--- src/rtl/alu_issue_ctrl.sv ---
// rtl/alu_issue_ctrl.sv - issue controller feeding a combinational MIPS ALU
// Decodes one request, holds ALU inputs for EXEC_CYCLES, then returns the captured result.
module alu_issue_ctrl #(
    parameter int WIDTH       = 16,
    parameter int EXEC_CYCLES = 2
) (
    input  logic             clk,
    input  logic             rst_n,
    input  logic             req_valid,
    output logic             req_ready,
    input  logic [5:0]       req_opcode,
    input  logic [5:0]       req_funct,
    input  logic [WIDTH-1:0] req_a,
    input  logic [WIDTH-1:0] req_b,
    input  logic [WIDTH-1:0] req_imm,
    output logic [2:0]       alu_op,
    output logic [WIDTH-1:0] alu_a,
    output logic [WIDTH-1:0] alu_b,
    input  logic [WIDTH-1:0] alu_result,
    output logic             rsp_valid,
    input  logic             rsp_ready,
    output logic [WIDTH-1:0] rsp_result,
    output logic             rsp_zero,
    output logic             rsp_taken,
    output logic             rsp_err
);

    localparam logic [1:0] ST_IDLE = 2'd0;
    localparam logic [1:0] ST_EXEC = 2'd1;
    localparam logic [1:0] ST_RESP = 2'd2;

    localparam logic [2:0] OP_AND = 3'b000;
    localparam logic [2:0] OP_OR  = 3'b001;
    localparam logic [2:0] OP_ADD = 3'b010;
    localparam logic [2:0] OP_SUB = 3'b110;
    localparam logic [2:0] OP_SLT = 3'b111;

    localparam int CNT_W = (EXEC_CYCLES < 2) ? 1 : $clog2(EXEC_CYCLES);
    localparam logic [CNT_W-1:0] CNT_LOAD = CNT_W'(EXEC_CYCLES - 1);

    logic [1:0]       state;
    logic [CNT_W-1:0] cnt;
    logic             is_beq;
    logic             is_bne;

    logic [2:0]       dec_op;
    logic             dec_use_imm;
    logic             dec_err;
    logic             dec_beq;
    logic             dec_bne;
    logic             result_zero;

    always_comb begin
        dec_op      = OP_AND;
        dec_use_imm = 1'b0;
        dec_err     = 1'b0;
        dec_beq     = 1'b0;
        dec_bne     = 1'b0;
        case (req_opcode)
            6'h00: begin
                case (req_funct)
                    6'h20:   dec_op = OP_ADD;
                    6'h22:   dec_op = OP_SUB;
                    6'h24:   dec_op = OP_AND;
                    6'h25:   dec_op = OP_OR;
                    6'h2A:   dec_op = OP_SLT;
                    default: dec_err = 1'b1;
                endcase
            end
            6'h08: begin dec_op = OP_ADD; dec_use_imm = 1'b1; end
            6'h0C: begin dec_op = OP_AND; dec_use_imm = 1'b1; end
            6'h0D: begin dec_op = OP_OR;  dec_use_imm = 1'b1; end
            6'h0A: begin dec_op = OP_SLT; dec_use_imm = 1'b1; end
            6'h04: begin dec_op = OP_SUB; dec_beq = 1'b1; end
            6'h05: begin dec_op = OP_SUB; dec_bne = 1'b1; end
            default: dec_err = 1'b1;
        endcase
    end

    assign result_zero = (alu_result == '0);
    assign req_ready   = (state == ST_IDLE);
    assign rsp_valid   = (state == ST_RESP);

    // Error requests skip EXEC and leave alu_* untouched so the ALU inputs never glitch.
    always_ff @(posedge clk or negedge rst_n) begin
        if (!rst_n) begin
            state      <= ST_IDLE;
            cnt        <= '0;
            is_beq     <= 1'b0;
            is_bne     <= 1'b0;
            alu_op     <= '0;
            alu_a      <= '0;
            alu_b      <= '0;
            rsp_result <= '0;
            rsp_zero   <= 1'b0;
            rsp_taken  <= 1'b0;
            rsp_err    <= 1'b0;
        end else begin
            case (state)
                ST_IDLE: begin
                    if (req_valid) begin
                        if (dec_err) begin
                            rsp_result <= '0;
                            rsp_zero   <= 1'b0;
                            rsp_taken  <= 1'b0;
                            rsp_err    <= 1'b1;
                            state      <= ST_RESP;
                        end else begin
                            alu_op <= dec_op;
                            alu_a  <= req_a;
                            alu_b  <= dec_use_imm ? req_imm : req_b;
                            is_beq <= dec_beq;
                            is_bne <= dec_bne;
                            cnt    <= CNT_LOAD;
                            state  <= ST_EXEC;
                        end
                    end
                end
                ST_EXEC: begin
                    if (cnt == '0) begin
                        rsp_result <= alu_result;
                        rsp_zero   <= result_zero;
                        rsp_taken  <= (is_beq & result_zero) | (is_bne & ~result_zero);
                        rsp_err    <= 1'b0;
                        state      <= ST_RESP;
                    end else begin
                        cnt <= cnt - CNT_W'(1);
                    end
                end
                ST_RESP: begin
                    if (rsp_ready) begin
                        state <= ST_IDLE;
                    end
                end
                default: state <= ST_IDLE;
            endcase
        end
    end

endmodule

--- config.mk ---
export PLATFORM = sky130hd
export DESIGN_NAME = alu_issue_ctrl
export DESIGN_NICKNAME = d
export VERILOG_FILES = /design/src/rtl/alu_issue_ctrl.sv
export SDC_FILE = /design/constraint.sdc
export NUM_CORES = 1
export LEC_CHECK = 0
export CAP_MARGIN = 20
export CORE_UTILIZATION = 43
export CTS_CLUSTER_SIZE = 40
export DETAILED_ROUTE_END_ITERATION = 10
export PLACE_DENSITY_LB_ADDON = 0.3
export SYNTH_ARGS = -nofsm -noshare
export SYNTH_HDL_FRONTEND = slang
export SYNTH_SLANG_ARGS = --single-unit
--- constraint.sdc ---
create_clock -name clk -period 2.6 [get_ports clk]
set_input_delay 0.52 -clock clk [delete_from_list [all_inputs] [get_ports clk]]
set_output_delay 0.52 -clock clk [all_outputs]
set_load 0.01 [all_outputs]
; ---- Word-level counts from Yosys, hierarchy flattened
; Cells that the tools add are included.
[word_totals]
in_bits = 80
out_inout_bits = 56
register_bits = 59
[classes]
n_eq_ne = 18
n_reduce_logical = 12
add_sub_neg = 1
muxes = 31
n_bitwise = 5
[op_table]
columns = cell, n
row1 = 16-bit two-way mux, 4
row2 = 16-bit one-hot mux with 2 select lines, 1
row3 = 6-bit == test (second input constant), 5
row4 = 6-bit by 4-bit == test with 1-bit output (second input constant), 4
row5 = 16-bit zero test, 1
row6 = 3-bit one-hot mux with 5 select lines, 1
row7 = 1-bit two-way mux, 14
row8 = 6-bit by 3-bit == test with 1-bit output (second input constant), 2
row9 = 3-bit one-hot mux with 4 select lines, 1
row10 = 1-bit one-hot mux with 2 select lines, 5
row11 = 3-bit AND reduction, 3
row12 = 2-bit two-way mux, 4
row13 = 6-bit zero test, 1
row14 = 2-bit != test (second input constant), 3
row15 = 2-bit one-hot mux with 3 select lines, 1
row16 = 6-bit OR reduction, 1
row17 = 5-bit OR reduction, 1
row18 = 2-bit by 1-bit != test with 1-bit output (second input constant), 2
row19 = 4-bit AND reduction, 1
row20 = 4-bit OR reduction, 1
row21 = 1-bit bitwise AND, 2
row22 = 2-bit by 1-bit == test with 1-bit output (second input constant), 1
row23 = 2-bit == test (second input constant), 1
row24 = 2-bit zero test, 1
row25 = other kinds (5), 6

; ---- Depth between registers and ports, before layout
[logic_depth]
word_depth = 7
ltp_mapped = 7

; ---- Worst setup path before layout
; Ideal clock, no wire load.
[synth_path]
path_type = in2reg
start = in req_opcode[2]
end = reg alu_a[13]
path_buffers = 3
t_required_ns = 2.475
arrival_time_ns = 1.949
slack_ns = 0.526
cell_stages = 7
path_cell_list = buf_6 -> or4_4 -> a31oi_4 -> nor3_2 -> buf_6 -> buf_6 -> mux2_4
[synth_between]
elab_chain_cells = 5
[synth_rtl]
columns = element, line
row1 = "start, declared", 11  ; input logic [5:0] req_opcode,
row2 = 6-bit by 3-bit == test with 1-bit output or 6-bit by 4-bit == test with 1-bit output (tied branches), 59  ; case (req_opcode)
row3 = 6-bit OR reduction (no source line), n/a
row4 = 1-bit one-hot mux with 2 select lines (*), 59
row5 = 1-bit NOT (no source line) (*), n/a
row6 = 3-bit AND reduction (no source line) (*), n/a
row7 = "end signal, assigned", 110  ; alu_a <= req_a;
row8 = "end, declared", 17  ; output logic [WIDTH-1:0] alu_a,
; Every way passes the cells marked *; elsewhere a longest branch is shown, timed or not.
; A chain may end at the register's enable or synchronous reset.

; ---- Worst setup path in the final report
[layout_path]
start = in req_opcode[0]
end = reg alu_a[13]
; The elaborated chain is that of the path after synthesis.

==> impl_metrics.csv <==
group,metric,value,unit
floorplan,core_region_area,6030,um2
worst_setup_path,cp.arrival,2420,ps
logic_synthesis,post_synth_xor_area_fraction,0,%
worst_setup_path,worst_setup_path_start_kind,"input pin",
logic_synthesis,synth-simple-area-share,7.40,%
sta,fin_setup_tns,0,ps
placement,detailed_place_hpwl,5000,um
power,leakagePower,1.91,nW
logic_synthesis,syn_area_per_cell,14.2,um2
worst_setup_path,cp.required,2810,ps
global_routing,gr-total-overflow,0,
logic_synthesis,netlist_area,2720,um2
global_routing,grt_antenna_before_repair,0,
clock_network,cts_hold_buffers,0,
sta,worstMarginPinSlew,383,ps
detailed_routing,ant_nets,0,
logic_synthesis,synth_cell_types,38,
status,status,"complete, no violations",
floorplan,initial_core_util,45.2,%
finish,finalNetCount,421,
logic_synthesis,yosys.area_share.adder,0,%
logic_synthesis,syn_nets,272,
detailed_routing,first_iter_violations,81,
logic_synthesis,yosysSeqAreaShare,54.3,%
logic_synthesis,synth-main-ff-cell,"dfrtp_1",
sta,fin_crit,2200,ps
sta,rsz0062_at_grt,"no",
sta,slew_violations,0,
floorplan,ios,136,
clock_network,clk_pin_slew,80,ps
floorplan,die_w,81.6,um
clock_network,numCtsBuffers,9,
clock_network,cts_tree,"done",
sta,finalHoldViolCount,0,
detailed_routing,dr_total_vias,2206,
sta,period_share,84.8,%
clock_network,htree_levels,3,
sta,hold_slack,89.7,ps
placement,io_buffers,135,
job,maxCapViolCount,0,
detailed_routing,avgRoutedWirePerCell,16.1,um
clock_network,post_cts_buffers,0,
logic_synthesis,synth_cells,192,
global_routing,track_usage,22.2,%
sta,relSlewSlack,74.2,%
logic_synthesis,yosysWarnings,0,
floorplan,die_h,81.6,um
logic_synthesis,synthMuxAreaShare,24.6,%
sta,fin_worst_skew,9.49,ps
finish,multiInputGateArea,1170,um2
clock_network,clock_latency,340,ps
logic_synthesis,async_flop_share,100,%
finish,layout_commonest_cell,"clkdlybuf4s50_1",
worst_setup_path,endpoint_kind,"flip-flop",
worst_setup_path,path_max_fanout,19,
clock_network,cts_resized,0,
finish,seq_area,1480,um2
finish,area_delta_synth_final,65.0,%
floorplan,num_rows,28,
clock_network,cts-root-buf,"clkbuf_8",
finish,drive_above_1_share,25.1,%
power,ir_worst_vdd,551,uV
finish,final_cell_mix,"clkdlybuf4s50_1 (134), dfrtp_1 (59), mux2_2 (34)",
logic_synthesis,synth_edf_count,0,
sta,max_freq,0.454,GHz
global_routing,grt_start_max_net_pins,25,
clock_network,clock_path_buffers,2,
placement,gp_congestion,0.781,
power,powerDensity,779,nW/um2
detailed_routing,dr.pass1.iters,4,
global_routing,first_global_vias,2233,
clock_network,cts_sinks,59,
worst_setup_path,crit_type,"in2reg",
logic_synthesis,synth_top_family_by_area,"multiplexers",
global_routing,grt_pass1_wl,10700,um
logic_synthesis,synth_compound_area_share,10.5,%
floorplan,die-area,6650,um2
finish,diodes,0,
detailed_routing,wirelength,6800,um
finish,fillers,441,
sta,finalSetupViolCount,0,
detailed_routing,route.detailed.drc,0,
detailed_routing,viasPerCell,5.24,
logic_synthesis,ys_ff_latch,59,
hold_path,hold_path_class,"in2async",
[synth_stat cells (2+ instances only)]
cell type | number | area, um2
nor2_1 | 6 | 22.5
o31ai_1 | 2 | 15.0
mux2_2 | 34 | 383
a22o_1 | 16 | 140
buf_6 | 4 | 45.0
o2bb2ai_1 | 2 | 17.5
clkbuf_1 | 4 | 15.0
nor2b_1 | 2 | 12.5
a21oi_1 | 2 | 10.0
nand2_1 | 3 | 11.3
a31o_2 | 2 | 17.5
nor4bb_1 | 2 | 20.0
mux2_4 | 17 | 255
mux2i_1 | 3 | 30.0
dfrtp_1 | 59 | 1480
inv_1 | 5 | 18.8
buf_2 | 2 | 10.0
nor4_1 | 5 | 31.3
nand4_1 | 3 | 18.8
[cells by family (layout without fill, tap and decap cells)]
family                 count (synthesis)  after routing
muxes                                 54             54
AOI/OAI and AO/OA                     33             33
and+or+nand+nor                       31             31
buffers and inverters                 15            169
DFF                                   59             59
[worst max-delay path, stage by stage]
cell and delay (ps):
clkdlybuf4s50_1 490, or4_4 580, a31oi_4 240, nor3_4 100, buf_12 180, mux2_4 310
[worst paths after layout]
| kind | start | to | slack, ps | cells past startpoint |
|---|---|---|---|---|
| max in group asynchronous | rst_n | alu_a[1] | 1850 | 2 |
| worst max-delay path | req_opcode[0] | alu_a[13] | 400 | 6 |
| worst min-delay path | rst_n | rsp_result[7] | 90 | 1 |
| worst min register to register | rsp_result[6] | rsp_result[6] | 500 | 1 |
| worst max register to register | state[0] | alu_a[0] | 940 | 5 |
| min in group clk | rsp_result[6] | rsp_result[6] | 500 | 1 |
[flip-flops by register name (all words and copies together), names as in the netlist]
register and flops:
alu_a 16, alu_b 16, alu_op 3, cnt 1
is_beq 1, is_bne 1, rsp_err 1, rsp_result 16
rsp_taken 1, rsp_zero 1, state 2
[through the flow]
stage / worst slack [ps] / std cells / area (um2) / utilization, % / total power, W
floorplan: 526 / 192 / 2720 / - / 0.00179
global placement: 123 / 405 / 4250 / 70.6 / 0.00251
detailed placement: 64.2 / 405 / 4250 / 70.6 / 0.00254
CTS: 406 / 421 / 4490 / 74.5 / 0.00354
global route: 332 / 421 / 4490 / 74.5 / 0.00367
finish: 395 / 421 / 4490 / 74.5 / 0.00350
[layer usage]
metal	GRT usage, %	part of all wire, %
met3	7.00	6.9
met5	0	0
met4	10.9	2.6
met2	36.8	50
met1	25.7	40
[where the power goes]
part	leakage (nW)	internal, W	switching [W]	total [W]
Clock	0.120	0.000621	0.000365	0.000985
Sequential	0.753	0.00117	0.000149	0.00132
Combinational	1.04	0.000796	0.000399	0.00119
[layout make-up]
cell class	instances	area share [%]
inverter	5	0.418
timing repair buffer	148	33.3
clock buffer	13	3.76
clock inverter	3	1.53
multi-input combinational	118	26.1
tap	75	2.09
sequential	59	32.9
Power figures use the tool's default switching activity.
==> RTL change, RTL diff (same flow settings) <==
Make the reset (`rst_n`) synchronous in one clocked block.
--- a/src/rtl/alu_issue_ctrl.sv
+++ b/src/rtl/alu_issue_ctrl.sv
@@ -84,3 +84,3 @@
     // Error requests skip EXEC and leave alu_* untouched so the ALU inputs never glitch.
-    always_ff @(posedge clk or negedge rst_n) begin
+    always_ff @(posedge clk) begin
         if (!rst_n) begin
Function: differs if rst_n is asserted again (counterexample within 4 cycles, from zero or initial values and one cycle with rst_n low); with rst_n held inactive, the same outputs for 10 cycles.
==> RTL change against the original RTL <==
- setup slack got worse by 0.012 ns
- area after synthesis is 0.69% lower
- cell area fell by 2.8%
- sequential cell count unchanged
- largest cell class unchanged
- via count increased by 27%
- non-clock buffer count up 5
- first-iteration DRC count increased by 49%
- routed wire length up 16%
Power is not compared: it rests on default switching activity, and its combinational part moved more than twofold at a synthesized area within 25%.
==> RTL change: results (changes against the original RTL) <==
status completed; GR Util met3 6.629% (-0.37 points); VDD IR max 0.0003594 V; Arr. time, crit path 2.46 ns (+0.04 ns); GR Util met1 28.75% (+3.0 points); RR Endpoint alu_b[2]$_SDFFE_PN0P_; met1 WL 3392 µm (+23%); sequential share of the synthesized area 43.70% (-11 points); Max Clock Skew 0.006501 ns (-0.002993 ns); Tot GR Track Use 24.10% (+1.9 points); Synth top cells by count dfxtp_1 (59), a21oi_1 (38), nand2_1 (38); first-pass GRT wire length 12120 µm (+13%); initial antenna violation count 0 (unchanged); filler instances 435 (-1.4%); met3 WL post-DR 517 µm (+9.5%); Netlist cell types 47 (+24%); top layer in use met4; DP Worst Slack 0.03505 ns (-0.02910 ns); Iteration-0 DRC Markers 121 (+49%); Post-DP Area 4198 µm² (-1.3%); Syn Nets 382 (+40%); non-filler cells, final 523 (+24%); Synth async-reset ratio 0% (-100 points); Slew @ Worst Pin 0.5341 ns (+0.1516 ns); placer congestion estimate 0.8993 (+15%); R2R Setup Slk 0.88 ns (-0.06 ns); crit-path max FO 13 (-6); Final WS setup 0.3828 ns (-0.01223 ns); post-detailed-routing wire length 7870 µm (+16%); Vias 2794 (+27%); port bufs 135 (unchanged); largest net degree at the start of global routing 38 (+52%); area of the multi-input gates 1396 µm² (+19%); placed insts 508 (+25%); Reg2Reg Launch Point state[0]$_SDFFE_PN0P_; met2 wire length 3839 µm (+13%); H-tree Lvls 3 (unchanged); CTS max path bufs 2 (unchanged); layout cells sized above 1 12.50% (-13 points); Mapped Cells 302 (+57%); First-pass DRT Iterations 6 (+2); CP endpoint rsp_result[11]$_SDFFE_PN0P_; Inserted Clock Buffers 9 (unchanged); clock edge transition at the registers on the reported setup and hold paths 0.07 ns; dpl hpwl 5870 µm (+18%); ranking of synthesized cells by area dfxtp_1 (44%), a21oi_1 (7.0%), mux2i_1 (6.7%), o21ai_0 (6.5%), nand2_1 (5.3%); post-CTS setup buffer count 0 (unchanged); worst hold path type flop to flop; Antenna Cells 0 (unchanged); Critical Path Source req_opcode[5]; met2 GRT Util 40.33% (+3.5 points); vias in the first global route 2620 (+17%); Worst-Skew Late Latency 0.33 ns
[RTL change: worst min path at each step]
stage	from	endpoint	slack (ns)	depth (start not counted)
2_1_floorplan	is_beq$_SDFFE_PN0P_	is_beq$_SDFFE_PN0P_	0.45	2
3_3_place_gp	rsp_result[8]$_SDFFE_PN0P_	rsp_result[8]$_SDFFE_PN0P_	0.44	2
3_5_place_dp	rsp_result[4]$_SDFFE_PN0P_	rsp_result[4]$_SDFFE_PN0P_	0.45	2
4_1_cts	rsp_result[4]$_SDFFE_PN0P_	rsp_result[4]$_SDFFE_PN0P_	0.46	2
5_1_grt	rsp_result[15]$_SDFFE_PN0P_	rsp_result[15]$_SDFFE_PN0P_	0.49	2
6_report	rsp_result[6]$_SDFFE_PN0P_	rsp_result[6]$_SDFFE_PN0P_	0.46	2
[RTL change: cell type report]
type                    count  share of cell area [%]
repair buffers            153                   34.62
multi-input cells         217                   31.99
flip-flops and latches     59                   27.06
clock buffers              10                   3.153
well taps                  75                   2.150
clock inverters             5                  0.6879
inverters                   4                  0.3439
[RTL change: power by group]
| group | switching [mW] | internal, mW | total [mW] |
|---|---|---|---|
| Clock | 0.351 | 0.360 | 0.711 |
| Sequential | 0.0124 | 0.924 | 0.937 |
| Combinational | 0.132 | 0.197 | 0.329 |
[RTL change: kinds of logic after synthesis]
family / after synthesis / synth area share, %
AOI/OAI and AO/OA: 107 / 26.48
buffers and inverters: 26 / 4.629
and+or+nand+nor: 91 / 18.10
muxes: 19 / 7.083
DFF: 59 / 43.70
[RTL change: critical path, cell delays in order]
cell and delay [ns]:
clkdlybuf4s50_1 0.43, or2_1 0.31, a2111oi_0 0.55, a211oi_2 0.22
buf_4 0.22, o21ai_0 0.21
